<file path="src/rtl/multicycle_control_sequencer_pkg.sv">
// Shared types and constants for the multicycle control sequencer.
package multicycle_control_sequencer_pkg;

  typedef enum logic [2:0] {
    ST_INITIAL_FETCH = 3'd0,
    ST_FETCH_EXECUTE = 3'd1,
    ST_MEM_WAIT      = 3'd2,
    ST_COMPLETE      = 3'd3,
    ST_HALT          = 3'd4
  } ControlState_t;

  typedef enum logic [2:0] {
    HALT_NONE          = 3'd0,
    HALT_ECALL         = 3'd1,
    HALT_PC_MISALIGNED = 3'd2,
    HALT_MEM_UNALIGNED = 3'd3,
    HALT_BAD_OPCODE    = 3'd4,
    HALT_TIMEOUT       = 3'd5
  } HaltCause_t;

  typedef enum logic [1:0] {
    RD_MEMORY    = 2'd0,
    RD_ALU       = 2'd1,
    RD_IMMEDIATE = 2'd2,
    RD_BRANCH    = 2'd3
  } RdSource_t;

  typedef enum logic [1:0] {
    MEM_NOP           = 2'd0,
    MEM_LOAD          = 2'd1,
    MEM_STORE_PRELOAD = 2'd2,
    MEM_STORE         = 2'd3
  } MemoryMode_t;

  localparam logic IAS_CURRENT_PC = 1'b0;
  localparam logic IAS_NEXT_PC    = 1'b1;

  localparam logic [6:0] OPCODE_LOAD     = 7'b0000011;
  localparam logic [6:0] OPCODE_STORE    = 7'b0100011;
  localparam logic [6:0] OPCODE_LUI      = 7'b0110111;
  localparam logic [6:0] OPCODE_AUIPC    = 7'b0010111;
  localparam logic [6:0] OPCODE_JAL      = 7'b1101111;
  localparam logic [6:0] OPCODE_JALR     = 7'b1100111;
  localparam logic [6:0] OPCODE_OP       = 7'b0110011;
  localparam logic [6:0] OPCODE_OP_IMM   = 7'b0010011;
  localparam logic [6:0] OPCODE_BRANCH   = 7'b1100011;
  localparam logic [6:0] OPCODE_MISC_MEM = 7'b0001111;
  localparam logic [6:0] OPCODE_SYSTEM   = 7'b1110011;

  localparam logic [2:0] FUNCT3_WORD = 3'b010;

  // sb/sh need the old word merged in; sw writes the whole word directly.
  function automatic logic is_subword_store(input logic [2:0] f3);
    return (f3 != FUNCT3_WORD);
  endfunction

  // Resolve simultaneous halt events to a single recorded cause.
  function automatic HaltCause_t pick_halt_cause(
    input logic pc_mis,
    input logic mem_unal,
    input logic timeout,
    input logic bad_op,
    input logic ecall
  );
    if (pc_mis)        return HALT_PC_MISALIGNED;
    else if (mem_unal) return HALT_MEM_UNALIGNED;
    else if (timeout)  return HALT_TIMEOUT;
    else if (bad_op)   return HALT_BAD_OPCODE;
    else if (ecall)    return HALT_ECALL;
    else               return HALT_NONE;
  endfunction

endpackage

</file>
<file path="src/rtl/multicycle_control_sequencer_memory_wait_timer.sv">
// Counts memory wait cycles and flags the last permitted one.
module multicycle_control_sequencer_memory_wait_timer #(
  parameter int TIMEOUT_CYCLES = 15
) (
  input  logic clock,
  input  logic reset,
  input  logic clear,
  input  logic enable,
  output logic expired
);

  localparam int CW = $clog2(TIMEOUT_CYCLES + 1);
  localparam logic [CW-1:0] LAST_COUNT = CW'(TIMEOUT_CYCLES - 1);

  logic [CW-1:0] count_q;
  logic [CW-1:0] count_d;

  // Clear wins over enable so a completed access never leaves a stale count.
  always_comb begin
    count_d = count_q;
    if (clear) begin
      count_d = '0;
    end else if (enable) begin
      count_d = count_q + CW'(1);
    end
  end

  // Wait counter register.
  always_ff @(posedge clock or posedge reset) begin
    if (reset) begin
      count_q <= '0;
    end else begin
      count_q <= count_d;
    end
  end

  assign expired = (count_q == LAST_COUNT);

endmodule

</file>
<file path="src/rtl/multicycle_control_sequencer.sv">
// Instruction control FSM: single/multi-cycle sequencing, memory wait
// handshake with watchdog, error-gated commits, sticky halt cause and
// retired-instruction counter.
//
//   state          | meaning
//   INITIAL_FETCH  | first cycle after reset, nothing committed
//   FETCH_EXECUTE  | decode; commit single-cycle ops or issue memory op
//   MEM_WAIT       | holding memory request until memory_ready
//   COMPLETE       | commit load data / final store, advance PC
//   HALT           | stopped until reset
module multicycle_control_sequencer
  import multicycle_control_sequencer_pkg::*;
#(
  parameter int TIMEOUT_CYCLES    = 15,
  parameter bit SUBWORD_STORE_RMW = 1'b1,
  parameter int RETIRE_WIDTH      = 32
) (
  input  logic                    clock,
  input  logic                    reset,
  input  logic [6:0]              opcode,
  input  logic [2:0]              funct3,
  input  logic                    memory_ready,
  input  logic                    pc_misaligned,
  input  logic                    memory_unaligned,
  output logic                    rd_write_enable,
  output logic [1:0]              rd_source,
  output logic [1:0]              memory_mode,
  output logic                    pc_write_enable,
  output logic                    instruction_address_source,
  output logic                    halted,
  output logic [2:0]              halt_cause,
  output logic [RETIRE_WIDTH-1:0] retired_count
);

  ControlState_t           state_q, state_d;
  MemoryMode_t             pending_mode_q, pending_mode_d;
  HaltCause_t              halt_cause_q, halt_cause_d;
  logic [RETIRE_WIDTH-1:0] retired_count_q, retired_count_d;

  logic        rd_we;
  RdSource_t   rd_src;
  MemoryMode_t mem_mode;
  logic        pc_we;
  logic        ias;
  logic        timer_clear;
  logic        timer_enable;
  logic        timer_expired;
  logic        ecall_req;
  logic        bad_opcode_req;
  logic        timeout_req;
  logic        halt_entry;

  multicycle_control_sequencer_memory_wait_timer #(
    .TIMEOUT_CYCLES(TIMEOUT_CYCLES)
  ) u_wait_timer (
    .clock  (clock),
    .reset  (reset),
    .clear  (timer_clear),
    .enable (timer_enable),
    .expired(timer_expired)
  );

  // Next-state and output decode; a halt trigger overrides every commit.
  always_comb begin
    state_d        = state_q;
    pending_mode_d = pending_mode_q;
    halt_cause_d   = halt_cause_q;
    rd_we          = 1'b0;
    rd_src         = RD_ALU;
    mem_mode       = MEM_NOP;
    pc_we          = 1'b0;
    ias            = IAS_CURRENT_PC;
    timer_clear    = 1'b1;
    timer_enable   = 1'b0;
    ecall_req      = 1'b0;
    bad_opcode_req = 1'b0;
    timeout_req    = 1'b0;

    case (state_q)
      ST_INITIAL_FETCH: begin
        state_d = ST_FETCH_EXECUTE;
      end

      ST_FETCH_EXECUTE: begin
        case (opcode)
          OPCODE_LOAD: begin
            mem_mode       = MEM_LOAD;
            pending_mode_d = MEM_LOAD;
            state_d        = ST_MEM_WAIT;
          end
          OPCODE_STORE: begin
            if (SUBWORD_STORE_RMW && is_subword_store(funct3)) begin
              mem_mode       = MEM_STORE_PRELOAD;
              pending_mode_d = MEM_STORE_PRELOAD;
              state_d        = ST_MEM_WAIT;
            end else begin
              mem_mode = MEM_STORE;
              pc_we    = 1'b1;
              ias      = IAS_NEXT_PC;
            end
          end
          OPCODE_LUI, OPCODE_AUIPC: begin
            rd_we  = 1'b1;
            rd_src = RD_IMMEDIATE;
            pc_we  = 1'b1;
            ias    = IAS_NEXT_PC;
          end
          OPCODE_JAL, OPCODE_JALR: begin
            rd_we  = 1'b1;
            rd_src = RD_BRANCH;
            pc_we  = 1'b1;
            ias    = IAS_NEXT_PC;
          end
          OPCODE_OP, OPCODE_OP_IMM: begin
            rd_we  = 1'b1;
            rd_src = RD_ALU;
            pc_we  = 1'b1;
            ias    = IAS_NEXT_PC;
          end
          OPCODE_BRANCH, OPCODE_MISC_MEM: begin
            pc_we = 1'b1;
            ias   = IAS_NEXT_PC;
          end
          OPCODE_SYSTEM: begin
            ecall_req = 1'b1;
          end
          default: begin
            bad_opcode_req = 1'b1;
          end
        endcase
      end

      ST_MEM_WAIT: begin
        mem_mode = pending_mode_q;
        if (memory_ready) begin
          state_d = ST_COMPLETE;
        end else begin
          timer_clear  = 1'b0;
          timer_enable = 1'b1;
          timeout_req  = timer_expired;
        end
      end

      ST_COMPLETE: begin
        if (pending_mode_q == MEM_LOAD) begin
          rd_we    = 1'b1;
          rd_src   = RD_MEMORY;
          mem_mode = MEM_LOAD;
        end else begin
          mem_mode = MEM_STORE;
        end
        pc_we   = 1'b1;
        ias     = IAS_NEXT_PC;
        state_d = ST_FETCH_EXECUTE;
      end

      ST_HALT: begin
        state_d = ST_HALT;
      end

      default: begin
        state_d = ST_INITIAL_FETCH;
      end
    endcase

    halt_entry = (state_q != ST_HALT) &&
                 (pc_misaligned || memory_unaligned || ecall_req ||
                  bad_opcode_req || timeout_req);

    if (halt_entry) begin
      rd_we        = 1'b0;
      pc_we        = 1'b0;
      mem_mode     = MEM_NOP;
      ias          = IAS_CURRENT_PC;
      timer_clear  = 1'b1;
      timer_enable = 1'b0;
      state_d      = ST_HALT;
      halt_cause_d = pick_halt_cause(pc_misaligned, memory_unaligned,
                                     timeout_req, bad_opcode_req, ecall_req);
    end
  end

  // Retired counter advances on every PC commit and wraps naturally.
  always_comb begin
    retired_count_d = retired_count_q;
    if (pc_we) begin
      retired_count_d = retired_count_q + RETIRE_WIDTH'(1);
    end
  end

  // State, pending access kind, halt cause and retired count registers.
  always_ff @(posedge clock or posedge reset) begin
    if (reset) begin
      state_q         <= ST_INITIAL_FETCH;
      pending_mode_q  <= MEM_NOP;
      halt_cause_q    <= HALT_NONE;
      retired_count_q <= '0;
    end else begin
      state_q         <= state_d;
      pending_mode_q  <= pending_mode_d;
      halt_cause_q    <= halt_cause_d;
      retired_count_q <= retired_count_d;
    end
  end

  assign rd_write_enable            = rd_we;
  assign rd_source                  = rd_src;
  assign memory_mode                = mem_mode;
  assign pc_write_enable            = pc_we;
  assign instruction_address_source = ias;
  assign halted                     = (state_q == ST_HALT);
  assign halt_cause                 = halt_cause_q;
  assign retired_count              = retired_count_q;

endmodule

</file>
<file path="config.mk">
export PLATFORM = sky130hd
export DESIGN_NAME = multicycle_control_sequencer
export DESIGN_NICKNAME = d
export VERILOG_FILES = /design/src/rtl/multicycle_control_sequencer_pkg.sv /design/src/rtl/multicycle_control_sequencer_memory_wait_timer.sv /design/src/rtl/multicycle_control_sequencer.sv
export SDC_FILE = /design/constraint.sdc
export NUM_CORES = 1
export LEC_CHECK = 0
export ABC_AREA = 1
export BUFFER_PORTS_ARGS = -buffer_cell sky130_fd_sc_hd__buf_4
export CORE_ASPECT_RATIO = 2
export CORE_UTILIZATION = 35
export CTS_CLUSTER_SIZE = 8
export DETAILED_ROUTE_END_ITERATION = 8
export GPL_TIMING_DRIVEN = 0
export HOLD_SLACK_MARGIN = 0.02
export REMOVE_ABC_BUFFERS = 1
export SETUP_SLACK_MARGIN = 0.5
export SKIP_CTS_REPAIR_TIMING = 1
export SLEW_MARGIN = 10
export SYNTH_ARGS = -nofsm -noshare
export SYNTH_HDL_FRONTEND = slang
export SYNTH_SLANG_ARGS = --single-unit
export TNS_END_PERCENT = 1
</file>
<file path="constraint.sdc">
create_clock -name clock -period 2.2 [get_ports clock]
set_input_delay 0.55 -clock clock [delete_from_list [all_inputs] [get_ports clock]]
set_output_delay 0.55 -clock clock [all_outputs]
set_load 0.02 [all_outputs]
</file>
# After elaboration in Yosys (flattened, before gate mapping)
# Cells that the tools add are included.
dict set report word_totals {
  mem_bits_rw 0
  latchBits 0
  rom_bits 0
  output_inout_bits 43
  n_memories 0
  wordCells 88
  regBits 44
}
dict set report classes {
  multipliers 0
  div_mod_pow 0
  eq_ne 23
  reduce_logical 16
  n_shift 0
  magnitude_cmp 0
  muxes 42
  bitwise_logic 0
  addsub 2
}
# operator n
set ops {}
lappend ops {{adder 32 x 1 -> 32 bit (second input constant)} 1}
lappend ops {{equality test 7 bit (second input constant)} 4}
lappend ops {{equality test 7 x 6 -> 1 bit (second input constant)} 3}
lappend ops {{2-to-1 mux 3 bit} 7}
lappend ops {{2-to-1 mux 1 bit} 20}
lappend ops {{one-hot mux 2 bit (2 select lines)} 4}
lappend ops {{equality test 7 x 5 -> 1 bit (second input constant)} 2}
lappend ops {{one-hot mux 3 bit (4 select lines)} 1}
lappend ops {{OR reduction 11 bit} 1}
lappend ops {{2-to-1 mux 4 bit} 2}
lappend ops {{OR reduction 8 bit} 1}
lappend ops {{equality test 7 x 2 -> 1 bit (second input constant)} 1}
lappend ops {{equality test 7 x 4 -> 1 bit (second input constant)} 1}
lappend ops {{equality test 3 x 2 -> 1 bit (second input constant)} 2}
lappend ops {{2-to-1 mux 2 bit} 3}
lappend ops {{!= test 3 bit (second input constant)} 2}
lappend ops {{one-hot mux 1 bit (2 select lines)} 3}
lappend ops {{one-hot mux 2 bit (3 select lines)} 1}
lappend ops {{one-hot mux 3 bit (2 select lines)} 1}
lappend ops {{AND reduction 3 bit} 2}
lappend ops {{OR reduction 2 bit} 3}
lappend ops {{OR reduction 6 bit} 1}
lappend ops {{adder 4 x 1 -> 4 bit (second input constant)} 1}
lappend ops {{equality test 4 bit (second input constant)} 1}
lappend ops {{11 further kinds} 15}

# Longest topological paths before layout
# Gate-level depths: netlist of run 1.
dict set report depth {
  word_depth 10
  mapped_depth 13
  ltp_nobuf 12
}

# Modules after synthesis
# From an unflattened synthesis of run 1, not the netlist that was laid out.
dict set report hier_totals {
  hier_cells 444
  hier_area_um2 2999.1
}
# mod n_inst cells_each seq_area_each_um2 area_each_um2
set by_module_without_submodules {}
lappend by_module_without_submodules {multicycle_control_sequencer 1 418 1001.0 2785.2}
lappend by_module_without_submodules {multicycle_control_sequencer_memory_wait_timer 1 26 100.1 214.0}

# Worst setup path before layout of run 1
# Ideal clock, no wire load.
dict set report synth_path {
  path_type {register -> output}
  start {reg state_q[2]}
  end {out pc_write_enable}
  path_slack_ns -0.224
  path_buffers 2
  t_required_ns 1.650
  arrival_ns 1.874
  stages_incl_launch_ff 9
  cell_sequence {dfrtp_1 -> inv_1 -> nor3_1 -> inv_1 -> nand2_2 -> nand2_4 -> buf_6 -> inv_1 -> buf_4}
}
dict set report synth_via {
  elab_chain_cells 7
  word_cells_on_any_way 13
}
# item line_no
set synth_lines {}
lappend synth_lines {{start: declaration} multicycle_control_sequencer.sv:35} ;# ControlState_t state_q, state_d;
lappend synth_lines {{start signal: assignment} multicycle_control_sequencer.sv:199} ;# state_q <= state_d;
lappend synth_lines {{equality test 3 x 1 -> 1 bit} n/a}
lappend synth_lines {{2-to-1 mux 1 bit} multicycle_control_sequencer.sv:79} ;# case (state_q)
lappend synth_lines {{logical OR 1 bit (2 in series)} multicycle_control_sequencer.sv:167} ;# (pc_misaligned || memory_unaligned || ecall_req ||
lappend synth_lines {{logical OR 1 bit} multicycle_control_sequencer.sv:168} ;# bad_opcode_req || timeout_req);
lappend synth_lines {{logical AND 1 bit} multicycle_control_sequencer.sv:166} ;# halt_entry = (state_q != ST_HALT) &&
lappend synth_lines {{2-to-1 mux 1 bit *} n/a}
lappend synth_lines {{end: declaration} multicycle_control_sequencer.sv:28} ;# output logic pc_write_enable,
# Mark *: on every way between the ends. The rest lies on a longest branch, timed or not.

# Worst setup path in the final report of run 1
dict set report layout_path {
  start {reg state_q[2]}
  end {out memory_mode[0]}
}
dict set report layout_via {
  elab_chain_cells 7
  word_cells_on_any_way 13
}
# item line_no
set layout_lines {}
lappend layout_lines {{equality test 3 x 1 -> 1 bit} multicycle_control_sequencer.sv:79}
lappend layout_lines {{2-to-1 mux 1 bit} multicycle_control_sequencer.sv:79}
lappend layout_lines {{logical OR 1 bit (2 in series)} multicycle_control_sequencer.sv:167}
lappend layout_lines {{logical OR 1 bit} multicycle_control_sequencer.sv:168}
lappend layout_lines {{logical AND 1 bit} multicycle_control_sequencer.sv:166}
lappend layout_lines {{2-to-1 mux 2 bit *} multicycle_control_sequencer.sv:170} ;# if (halt_entry) begin
lappend layout_lines {{end: declaration} multicycle_control_sequencer.sv:27} ;# output logic [1:0] memory_mode,
# Marked as above.

==> flow_metrics.env, run 1 <==
export IMPL_synth_top_family_by_area="simple AND/OR/NAND/NOR gates"
export IMPL_hold_violations=0
export IMPL_drc=0
export IMPL_reg2reg_to="retired_count[4]$_DFFE_PP0P_"
export IMPL_synth_xor_area_frac=0.0824
export IMPL_start_kind="flop"
export IMPL_yosysWarningCount=0
export IMPL_nNetsFinal=523
export IMPL_synth_top_area_cell="dfrtp_1"
export IMPL_yosysUniqueCellTypes=34
export IMPL_status="finished, violations left"
export IMPL_synthArstFlopShare=1.00
export IMPL_ant_nets=0
export IMPL_grt_pass1_wl_um=13100
export IMPL_drt_iter0_drc=117
export IMPL_synthFlopType="dfrtp_1"
export IMPL_insertion_delay_ns=0.29
export IMPL_skew_ns=0.00324
export IMPL_drt_wl_total_um=9380
export IMPL_track_usage=0.194
export IMPL_ff2ff_setup_slack_ns=0.15
export IMPL_fmax_mhz=397
export IMPL_synth_area_leaders="dfrtp_1 (37%), nand2_1 (18%), nand3_1 (8.1%)"
export IMPL_period_needed_ns=2.52
export IMPL_synth_simple_area_share=0.418
export IMPL_die_w_um=67.2
export IMPL_cp_arrival_ns=1.97
export IMPL_firstDrtPassIters=4
export IMPL_die_area_mm2=0.00890
export IMPL_cpLargestDelayFamily="simple AND/OR/NAND/NOR gates"
export IMPL_first_global_vias=2830
export IMPL_total_power_mw=2.46
export IMPL_antenna_cells=0
export IMPL_synthCells=427
export IMPL_clock_root_buffer="clkbuf_16"
export IMPL_chipHeight_um=132
export IMPL_grt_overflow_total=0
export IMPL_crit_start="state_q[2]$_DFFE_PP0P_"
export IMPL_cts_buffers_inserted=5
export IMPL_cp_max_fo=6
export IMPL_start_util=0.362
export IMPL_clkTransAtPathRegs_ns=0.06
export IMPL_cap_violations=0
export IMPL_path_buf_inv=2
export IMPL_cts_max_path_buffers=2
export IMPL_reg2regPathDepth=12
export IMPL_routabilityCongestion=0.892
export IMPL_p_per_area_mw_per_mm2=619
export IMPL_maxSlewHeadroom=0.652
export IMPL_ys_seq_area_frac=0.370
export IMPL_synth_compound_area_share=0.0378
export IMPL_hold_class="input port to asynchronous set/reset pin"
export IMPL_final_cell_mix="nand2_1 (142), buf_4 (74), nand3_1 (46), nor2_1 (43), dfrtp_1 (40)"
export IMPL_final_layout_size_suffix_gt1_frac=0.253
export IMPL_r2r_start="state_q[2]$_DFFE_PP0P_"
export IMPL_p_leak_nw=2.00
export IMPL_h_tree_depth=2
export IMPL_antenna_found_initial=0
export IMPL_wl_per_cell_um=15.5
export IMPL_vdd_drop_max_v=0.000344
export IMPL_cts_tree="built"
export IMPL_path_depth=6
export IMPL_cp_data_required_time_ns=1.65
export IMPL_crit_type="flop to primary output"
export IMPL_finalSetupViolCount=5
export IMPL_synth_top_area_frac=0.370
export IMPL_critPathCapture="memory_mode[0]"
export IMPL_cp_common_cell="nor3_4"
export IMPL_netlist_area_mm2=0.00298
export IMPL_rows=47
export IMPL_drv_slew=0
export IMPL_synth_seq_cells=44
export IMPL_dp_hpwl_um=6240
export IMPL_worstMarginPinSlew_ns=0.518
export IMPL_port_buffers=57
export IMPL_vias=3071
export IMPL_cp_end_kind="primary output"
export IMPL_core_mm2=0.00823
export IMPL_pin_count=58
export IMPL_vias_per_cell=5.08
export IMPL_final_common_cell="nand2_1"
export IMPL_areaGrowthSynthToFinish_pct=33.7
export IMPL_pre_cts_slack_ns=-1.23
export IMPL_synth_edff_count=0
export IMPL_tns_ns=-1.46
export IMPL_synth_adder_area_share=0.0126
export IMPL_post_route_period_util=1.14
export IMPL_cp_cell_sequence="nor3_4, inv_1, nor3_4, a21oi_1, a21oi_2, buf_4"
export IMPL_syn_area_per_cell_um2=6.97
export IMPL_fin_ws_ns=-0.316
export IMPL_muxShareOfSynthArea=0
export IMPL_grt_max_degree=42
export IMPL_violations="negative setup slack"
export IMPL_cp_slowest_cell="dfrtp_2"
export IMPL_grt_setup_unrepaired="true"
export IMPL_critPathMaxStageDelay_ns=0.44
export IMPL_cts_sinks=44
-- report_power, final --
group | internal [mW] | switching [mW] | total, mW
clock | 0.453 | 0.303 | 0.756
sequential | 0.860 | 0.0458 | 0.906
combinational | 0.275 | 0.524 | 0.799
total | 1.59 | 0.873 | 2.46
-- worst min path at each step --
stage                                   startpoint                             endpoint  slack, ns  cells past startpoint
6_report                                     reset        retired_count[28]$_DFFE_PP0P_       0.26                      2
5_1_grt                                      reset        retired_count[28]$_DFFE_PP0P_       0.30                      2
4_1_cts                                      reset        retired_count[15]$_DFFE_PP0P_       0.27                      2
3_5_place_dp             halt_cause[0]$_DFFE_PP0N_            halt_cause[0]$_DFFE_PP0N_       0.47                      2
3_3_place_gp   u_wait_timer.count_q[0]$_DFFE_PP0P_  u_wait_timer.count_q[0]$_DFFE_PP0P_       0.47                      1
2_1_floorplan  u_wait_timer.count_q[0]$_DFFE_PP0P_  u_wait_timer.count_q[0]$_DFFE_PP0P_       0.45                      1
-- state kept, by name, indices dropped and copies added, names as in the netlist --
signal,cells
u_wait_timer.count_q,4
retired_count,32
state_q,3
pending_mode_q,2
halt_cause,3
-- cells by family after synthesis --
logic type	count (synthesis)
simple gates	282
xor+xnor	28
flops	44
buf+inv	51
fa+ha+maj	3
compound gates	19
-- stage by stage --
stage | hold slack (ns) | instances | utilization | cell area [um2]
after floorplan | 0.452 | 416 | - | 2890
after global placement | 0.468 | 571 | 0.418 | 3440
after detailed placement | 0.471 | 572 | 0.421 | 3460
after CTS | 0.273 | 580 | 0.438 | 3610
after global routing | 0.303 | 604 | 0.483 | 3980
final | 0.261 | 604 | 0.483 | 3980
-- layer usage --
metal	wire length, um	track usage
met1	3620	0.203
met2	5120	0.352
met5	0	0
met4	377	0.112
met3	270	0.0216
-- cell type report --
| cell class | instances | area (um2) |
|---|---|---|
| clock buffer | 8 | 146 |
| fill | 862 | 4250 |
| inverter | 40 | 160 |
| multi-input combinational | 337 | 1850 |
| sequential | 44 | 1110 |
| tap | 98 | 123 |
| timing repair buffer | 77 | 598 |
-- cells in the mapped netlist (all sizes together) (6+ instances only) --
cell type / count
inv: 40
nand3: 50
xnor2: 11
buf: 11
nor2: 53
nor3: 15
dfrtp: 44
nand4: 8
a21oi: 7
o21ai: 6
xor2: 17
nand2: 149
(Power assumes the default switching activity.)
==> inputs of run 2 (changes only) <==
--- a/config.mk
+++ b/config.mk
@@ -5,7 +5,6 @@
 export SDC_FILE = /design/constraint.sdc
 export NUM_CORES = 1
 export LEC_CHECK = 0
-export ABC_AREA = 1
 export BUFFER_PORTS_ARGS = -buffer_cell sky130_fd_sc_hd__buf_4
 export CORE_ASPECT_RATIO = 2
 export CORE_UTILIZATION = 35
@@ -13,6 +12,7 @@
 export DETAILED_ROUTE_END_ITERATION = 8
 export GPL_TIMING_DRIVEN = 0
 export HOLD_SLACK_MARGIN = 0.02
+export RECOVER_POWER = 50
 export REMOVE_ABC_BUFFERS = 1
 export SETUP_SLACK_MARGIN = 0.5
 export SKIP_CTS_REPAIR_TIMING = 1
==> run 2 against run 1 <==
  * The flow still finishes with violations (negative setup slack)
  * Largest power group is now clock
  * Count of clock-buffer cells in the layout down 3
  * Cell count decreased by 34%
  * Cell area fell by 21%
  * Global-route usage fell by 1.7 points
  * Die area fell by 18%
  * Sequential cell count unchanged
  * Power fell by 28%
==> flow_metrics.env, run 2 <==
export IMPL_p_leak_nw=1.47
export IMPL_cp_data_required_time_ns=1.65
export IMPL_synth_common_cells="dfrtp_1 (44), xor2_1 (29), nor3_1 (23)"
export IMPL_total_power_mw=1.78
export IMPL_final_cells=399
export IMPL_cp_common_cell="buf_4"
export IMPL_ff2ff_setup_slack_ns=0.01
export IMPL_yosysWarningCount=0
export IMPL_netlist_area_mm2=0.00243
export IMPL_grt_pass1_wl_um=9640
export IMPL_cts_max_path_buffers=2
export IMPL_status="finished, violations left"
export IMPL_port_buffers=57
export IMPL_regArea_mm2=0.00110
export IMPL_syn_area_per_cell_um2=9.70
export IMPL_finalSetupViolCount=6
export IMPL_cp_arrival_ns=2.33
export IMPL_dp_cells=388
export IMPL_p_per_area_mw_per_mm2=564
export IMPL_vias_per_cell=5.21
export IMPL_drt_iter0_drc=78
export IMPL_crit_type="input port to primary output"
export IMPL_core_mm2=0.00667
export IMPL_hold_class="input port to asynchronous set/reset pin"
export IMPL_cap_violations=0
export IMPL_multiInputGateArea_mm2=0.00129
export IMPL_drc=0
export IMPL_vdd_drop_max_v=0.000463
export IMPL_synth_seq_cells=44
export IMPL_die_w_um=60.9
export IMPL_hold_violations=0
export IMPL_clock_root_buffer="clkbuf_16"
export IMPL_cts_buffers_inserted=5
export IMPL_pin_count=58
export IMPL_period_needed_ns=2.88
export IMPL_routabilityCongestion=0.815
export IMPL_cp_slowest_cell="or3b_1"
export IMPL_track_usage=0.177
export IMPL_r2r_start="retired_count[13]$_DFFE_PP0P_"
export IMPL_skew_ns=0.00572
export IMPL_cp_end_kind="primary output"
export IMPL_fmax_mhz=347
export IMPL_final_common_cell="buf_4"
export IMPL_antenna_cells=0
export IMPL_drv_slew=0
export IMPL_drt_wl_total_um=5810
export IMPL_synthFlopType="dfrtp_1"
export IMPL_met2_length_um=3140
export IMPL_synth_top_area_frac=0.454
export IMPL_synth_area_leaders="dfrtp_1 (45%), xor2_1 (10%), nor3_1 (4.7%)"
export IMPL_first_global_vias=2005
export IMPL_pre_cts_slack_ns=-1.16
export IMPL_ant_nets=0
export IMPL_place_area_mm2=0.00297
export IMPL_grt_overflow_total=0
export IMPL_yosysUniqueCellTypes=49
export IMPL_h_tree_depth=2
export IMPL_final_cell_mix="buf_4 (43), dfrtp_1 (42), xor2_1 (29), nor3_1 (23), nand2_1 (18)"
export IMPL_insertion_delay_ns=0.29
export IMPL_reg2regPathDepth=5
export IMPL_vias=2078
export IMPL_violations="negative setup slack"
export IMPL_met3WireLength_um=216
export IMPL_final_layout_size_suffix_gt1_frac=0.251
export IMPL_fill_cells=662
export IMPL_crit_start="opcode[6]"
export IMPL_maxSlewHeadroom=0.442
export IMPL_top_layer="met4"
export IMPL_critPathCapture="memory_mode[0]"
export IMPL_nNetsFinal=328
export IMPL_firstDrtPassIters=4
export IMPL_design_area_mm2=0.00316
export IMPL_synth_top_area_cell="dfrtp_1"
export IMPL_start_util=0.364
export IMPL_synthArstFlopShare=1.00
export IMPL_antenna_found_initial=0
export IMPL_cts_sinks=44
export IMPL_wl_per_cell_um=14.6
export IMPL_reg2reg_to="retired_count[23]$_DFFE_PP0P_"
export IMPL_cts_tree="built"
export IMPL_die_area_mm2=0.00729
export IMPL_grt_setup_unrepaired="true"
export IMPL_areaGrowthSynthToFinish_pct=30.2
export IMPL_grt_max_degree=34
export IMPL_post_route_period_util=1.31
export IMPL_clkTransAtPathRegs_ns=0.07
export IMPL_fin_ws_ns=-0.682
export IMPL_ys_seq_area_frac=0.454
export IMPL_synth_edff_count=0
export IMPL_critPathMaxStageDelay_ns=0.38
export IMPL_dp_hpwl_um=4240
export IMPL_tns_ns=-3.06
export IMPL_yosysMostFrequentCell="dfrtp_1"
export IMPL_whs_ns=0.263
export IMPL_post_route_util=0.473
export IMPL_wl_met1_um=2300
export IMPL_start_kind="input port"
export IMPL_rows=42
export IMPL_cp_cell_sequence="buf_4, or3b_1, a211o_1, o211ai_1, nand3b_1, nor2_1, buf_4"
export IMPL_worstMarginPinSlew_ns=0.838
export IMPL_cp_max_fo=9
export IMPL_largest_reg_flops=32
export IMPL_chipHeight_um=120
export IMPL_synthCells=250
-- run 2: cell types whose count changed in the layout (fill, tap and decap cells not counted), moves of 6 or more --
cell	previous run	this run
nand2_1	142	18
nand3_1	46	12
buf_4	74	43
nor2_1	43	13
inv_1	35	13
clkbuf_1	2	14
nor3_1	11	23
xor2_1	17	29
nor4_1	0	7
xnor2_1	11	4
nand2_4	6	0
nor3b_1	1	7
-- run 2: power by group --
part,leakage (nW),internal [mW],switching (mW)
sequential,0.581,0.815,0.00278
combinational,0.809,0.0372,0.0646
clock,0.0804,0.539,0.321
total,1.47,1.39,0.389
-- run 2: worst min-delay path by stage --
stage,start,end,slack (ns)
6_report,reset,halt_cause[0]$_DFFE_PP0N_,0.26
5_1_grt,reset,halt_cause[0]$_DFFE_PP0N_,0.31
4_1_cts,reset,halt_cause[0]$_DFFE_PP0N_,0.20
3_5_place_dp,retired_count[31]$_DFFE_PP0P_,retired_count[31]$_DFFE_PP0P_,0.47
3_3_place_gp,retired_count[31]$_DFFE_PP0P_,retired_count[31]$_DFFE_PP0P_,0.46
2_1_floorplan,u_wait_timer.count_q[0]$_DFFE_PP0P_,u_wait_timer.count_q[0]$_DFFE_PP0P_,0.47
-- run 2: routing by layer --
metal,up-vias,track usage
li1,1013,-
met2,47,0.296
met3,10,0.0356
met5,-,0
met4,0,0.0824
met1,1008,0.209
-- run 2: critical path: cells and delay by family --
family	cells	cell delay, ns
compound gates	2	0.58
buf+inv	2	0.30
simple gates	3	0.90
-- run 2: cell type report --
| cell class | count | area share |
|---|---|---|
| multi-input cells | 183 | 0.410 |
| flip-flops and latches | 44 | 0.349 |
| repair buffers | 62 | 0.135 |
| clock buffers | 5 | 0.0396 |
| well taps | 88 | 0.0349 |
| inverters | 14 | 0.0166 |
| clock inverters | 3 | 0.0147 |
-- run 2: cells by family (layout without fill, tap and decap cells) --
| family | Yosys count | after routing | synth area share |
|---|---|---|---|
| XOR/XNOR | 33 | 33 | 0.119 |
| flip-flops | 44 | 44 | 0.454 |
| multiplexers | 2 | 2 | 0.0108 |
| AND/OR/NAND/NOR | 123 | 123 | 0.299 |
| AO/OA/AOI/OAI | 22 | 22 | 0.0629 |
| buffers and inverters | 23 | 84 | 0.0387 |
| adder cells (fa/ha/maj) | 3 | 3 | 0.0155 |
==> inputs of run 3 (changes only) <==
--- a/config.mk
+++ b/config.mk
@@ -7,11 +7,12 @@
 export LEC_CHECK = 0
 export BUFFER_PORTS_ARGS = -buffer_cell sky130_fd_sc_hd__buf_4
 export CORE_ASPECT_RATIO = 2
-export CORE_UTILIZATION = 35
+export CORE_UTILIZATION = 48
 export CTS_CLUSTER_SIZE = 8
 export DETAILED_ROUTE_END_ITERATION = 8
 export GPL_TIMING_DRIVEN = 0
 export HOLD_SLACK_MARGIN = 0.02
+export PLACE_DENSITY = 0.76
 export RECOVER_POWER = 50
 export REMOVE_ABC_BUFFERS = 1
 export SETUP_SLACK_MARGIN = 0.5
==> run 3 against run 2 <==
  * The flow still finishes with violations (negative setup slack)
  * Register-to-register slack got worse by 0.03 ns
  * Non-clock buffer count rose by 3
  * Power decreased by 20%
  * Global-route usage grew 5.0 points
  * Wire length about the same
  * Setup slack gained 0.084 ns
  * Clock skew grew 0.0058 ns
  * Largest power group is now sequential cells
  * Highest routed layer unchanged
==> flow_metrics.env, run 3 (synthesis results as in run 2) <==
export IMPL_antenna_cells=0
export IMPL_areaGrowthSynthToFinish_pct=28.8
export IMPL_wl_per_cell_um=15.7
export IMPL_finalSetupViolCount=6
export IMPL_cts_buffers_inserted=5
export IMPL_worstMarginPinSlew_ns=0.730
export IMPL_p_leak_nw=1.47
export IMPL_grt_pass1_wl_um=9220
export IMPL_insertion_delay_ns=0.30
export IMPL_critPathMaxStageDelay_ns=0.50
export IMPL_vdd_drop_max_v=0.000359
export IMPL_rows=36
export IMPL_clock_root_buffer="clkbuf_8"
export IMPL_skew_ns=0.0115
export IMPL_switchingPower_mw=0.348
export IMPL_cp_slowest_cell="or4b_4"
export IMPL_p_int_mw=1.07
export IMPL_first_global_vias=2049
export IMPL_die_w_um=52.3
export IMPL_clockPowerShare=0.353
export IMPL_switching_share=0.245
export IMPL_pin_count=58
export IMPL_final_common_cell="buf_4"
export IMPL_cts_tree="built"
export IMPL_largest_reg_flops=32
export IMPL_core_mm2=0.00486
export IMPL_period_needed_ns=2.80
export IMPL_sequentialPowerShare=0.574
export IMPL_maxSlewHeadroom=0.514
export IMPL_violations="negative setup slack"
export IMPL_dp_hpwl_um=4250
export IMPL_clkTransAtPathRegs_ns=0.09
export IMPL_cts_max_path_buffers=2
export IMPL_p_comb_frac=0.073
export IMPL_hold_violations=0
export IMPL_firstDrtPassIters=4
export IMPL_vias=2124
export IMPL_final_cells=371
export IMPL_cts_sinks=44
export IMPL_fmax_mhz=357
export IMPL_cp_data_required_time_ns=1.65
export IMPL_fin_ws_ns=-0.598
export IMPL_status="finished, violations left"
export IMPL_dp_cells=357
export IMPL_grt_max_degree=32
export IMPL_cp_end_kind="primary output"
export IMPL_vias_per_cell=5.73
export IMPL_crit_type="flop to primary output"
export IMPL_p_per_area_mw_per_mm2=455
export IMPL_drt_iter0_drc=48
export IMPL_cp_common_cell="buf_6"
export IMPL_grt_overflow_total=0
export IMPL_final_layout_size_suffix_gt1_frac=0.299
export IMPL_post_route_period_util=1.27
export IMPL_drt_wl_total_um=5810
export IMPL_pre_cts_slack_ns=-1.12
export IMPL_cp_arrival_ns=2.25
export IMPL_hold_class="input port to asynchronous set/reset pin"
export IMPL_ant_nets=0
export IMPL_die_area_mm2=0.00536
export IMPL_h_tree_depth=2
export IMPL_cp_max_fo=6
export IMPL_final_cell_mix="buf_4 (47), dfrtp_1 (37), xor2_1 (29), nor3_1 (21), nand2_1 (18)"
export IMPL_track_usage=0.227
export IMPL_cap_violations=0
export IMPL_start_kind="flop"
export IMPL_grt_setup_unrepaired="true"
export IMPL_nNetsFinal=331
export IMPL_drc=0
export IMPL_start_util=0.499
export IMPL_antenna_found_initial=0
export IMPL_drv_slew=0
export IMPL_chipHeight_um=103
export IMPL_cp_cell_sequence="or3b_4, or4b_4, and3_4, nand3b_1, buf_6, nor2_4, buf_6"
export IMPL_port_buffers=57
export IMPL_routabilityCongestion=0.793
-- run 3: cell types whose count changed in the layout (fill, tap and decap cells not counted), sizes merged --
cell      delta
clkinv       +3
clkbuf       -6
buf          +9
inv          -1
bufinv       -1
clkinvlp     -1
-- run 3: power by group through the flow --
stage / combinational (mW) / clock, mW / sequential, mW
6_report: 0.104 / 0.501 / 0.816
4_1_cts: 0.107 / 0.517 / 0.817
3_5_place_dp: 0.106 / 0 / 0.833
5_1_grt: 0.114 / 0.551 / 0.818
3_3_place_gp: 0.0991 / 0 / 0.833
2_1_floorplan: 0.0431 / 0 / 0.840
-- run 3: final cells by class --
type | count | area (um2)
Sequential cell | 44 | 1110
Clock buffer | 5 | 68.8
Inverter | 14 | 52.6
Multi-Input combinational cell | 183 | 1310
Timing Repair Buffer | 65 | 489
Tap cell | 57 | 71.3
Fill cell | 419 | 1740
Clock inverter | 3 | 18.8
-- run 3: per-stage QoR --
stage / utilization / hold WS [ns] / power (mW) / area, um2 / setup TNS (ns)
detailed placement: 0.603 / 0.469 / 0.939 / 2930 / -25.13
finish: 0.642 / 0.297 / 1.42 / 3120 / -2.33
global placement: 0.593 / 0.462 / 0.932 / 2880 / -42.76
global route: 0.642 / 0.334 / 1.48 / 3120 / -3.27
floorplan: - / 0.465 / 0.883 / 2380 / -12.68
CTS: 0.621 / 0.217 / 1.44 / 3020 / -14.77
-- run 3: worst paths after layout --
| check | startpoint | to | slack (ns) | depth (start not counted) |
|---|---|---|---|---|
| setup / recovery | state_q[0]$_DFFE_PP0P_ | memory_mode[0] | -0.60 | 7 |
| hold / removal | reset | retired_count[12]$_DFFE_PP0P_ | 0.30 | 2 |
| setup reg to reg | state_q[0]$_DFFE_PP0P_ | halt_cause[0]$_DFFE_PP0N_ | -0.02 | 6 |
| hold reg to reg | retired_count[31]$_DFFE_PP0P_ | retired_count[31]$_DFFE_PP0P_ | 0.48 | 1 |
| max in group asynchronous | reset | state_q[0]$_DFFE_PP0P_ | 0.74 | 3 |
| min in group clock | retired_count[31]$_DFFE_PP0P_ | retired_count[31]$_DFFE_PP0P_ | 0.48 | 1 |
-- run 3: critical path: cells and delay by family, from the launching register on --
family | cells | cell delay (ns)
and+or+nand+nor | 5 | 1.26
DFF | 1 | 0.42
buffers and inverters | 2 | 0.27
-- run 3: metal layers --
metal	up-vias	track usage	routed length (um)
li1	1018	-	-
met1	1052	0.250	2220
met2	45	0.424	3340
met3	9	0.0236	132
met4	0	0.0992	114
met5	-	0	0
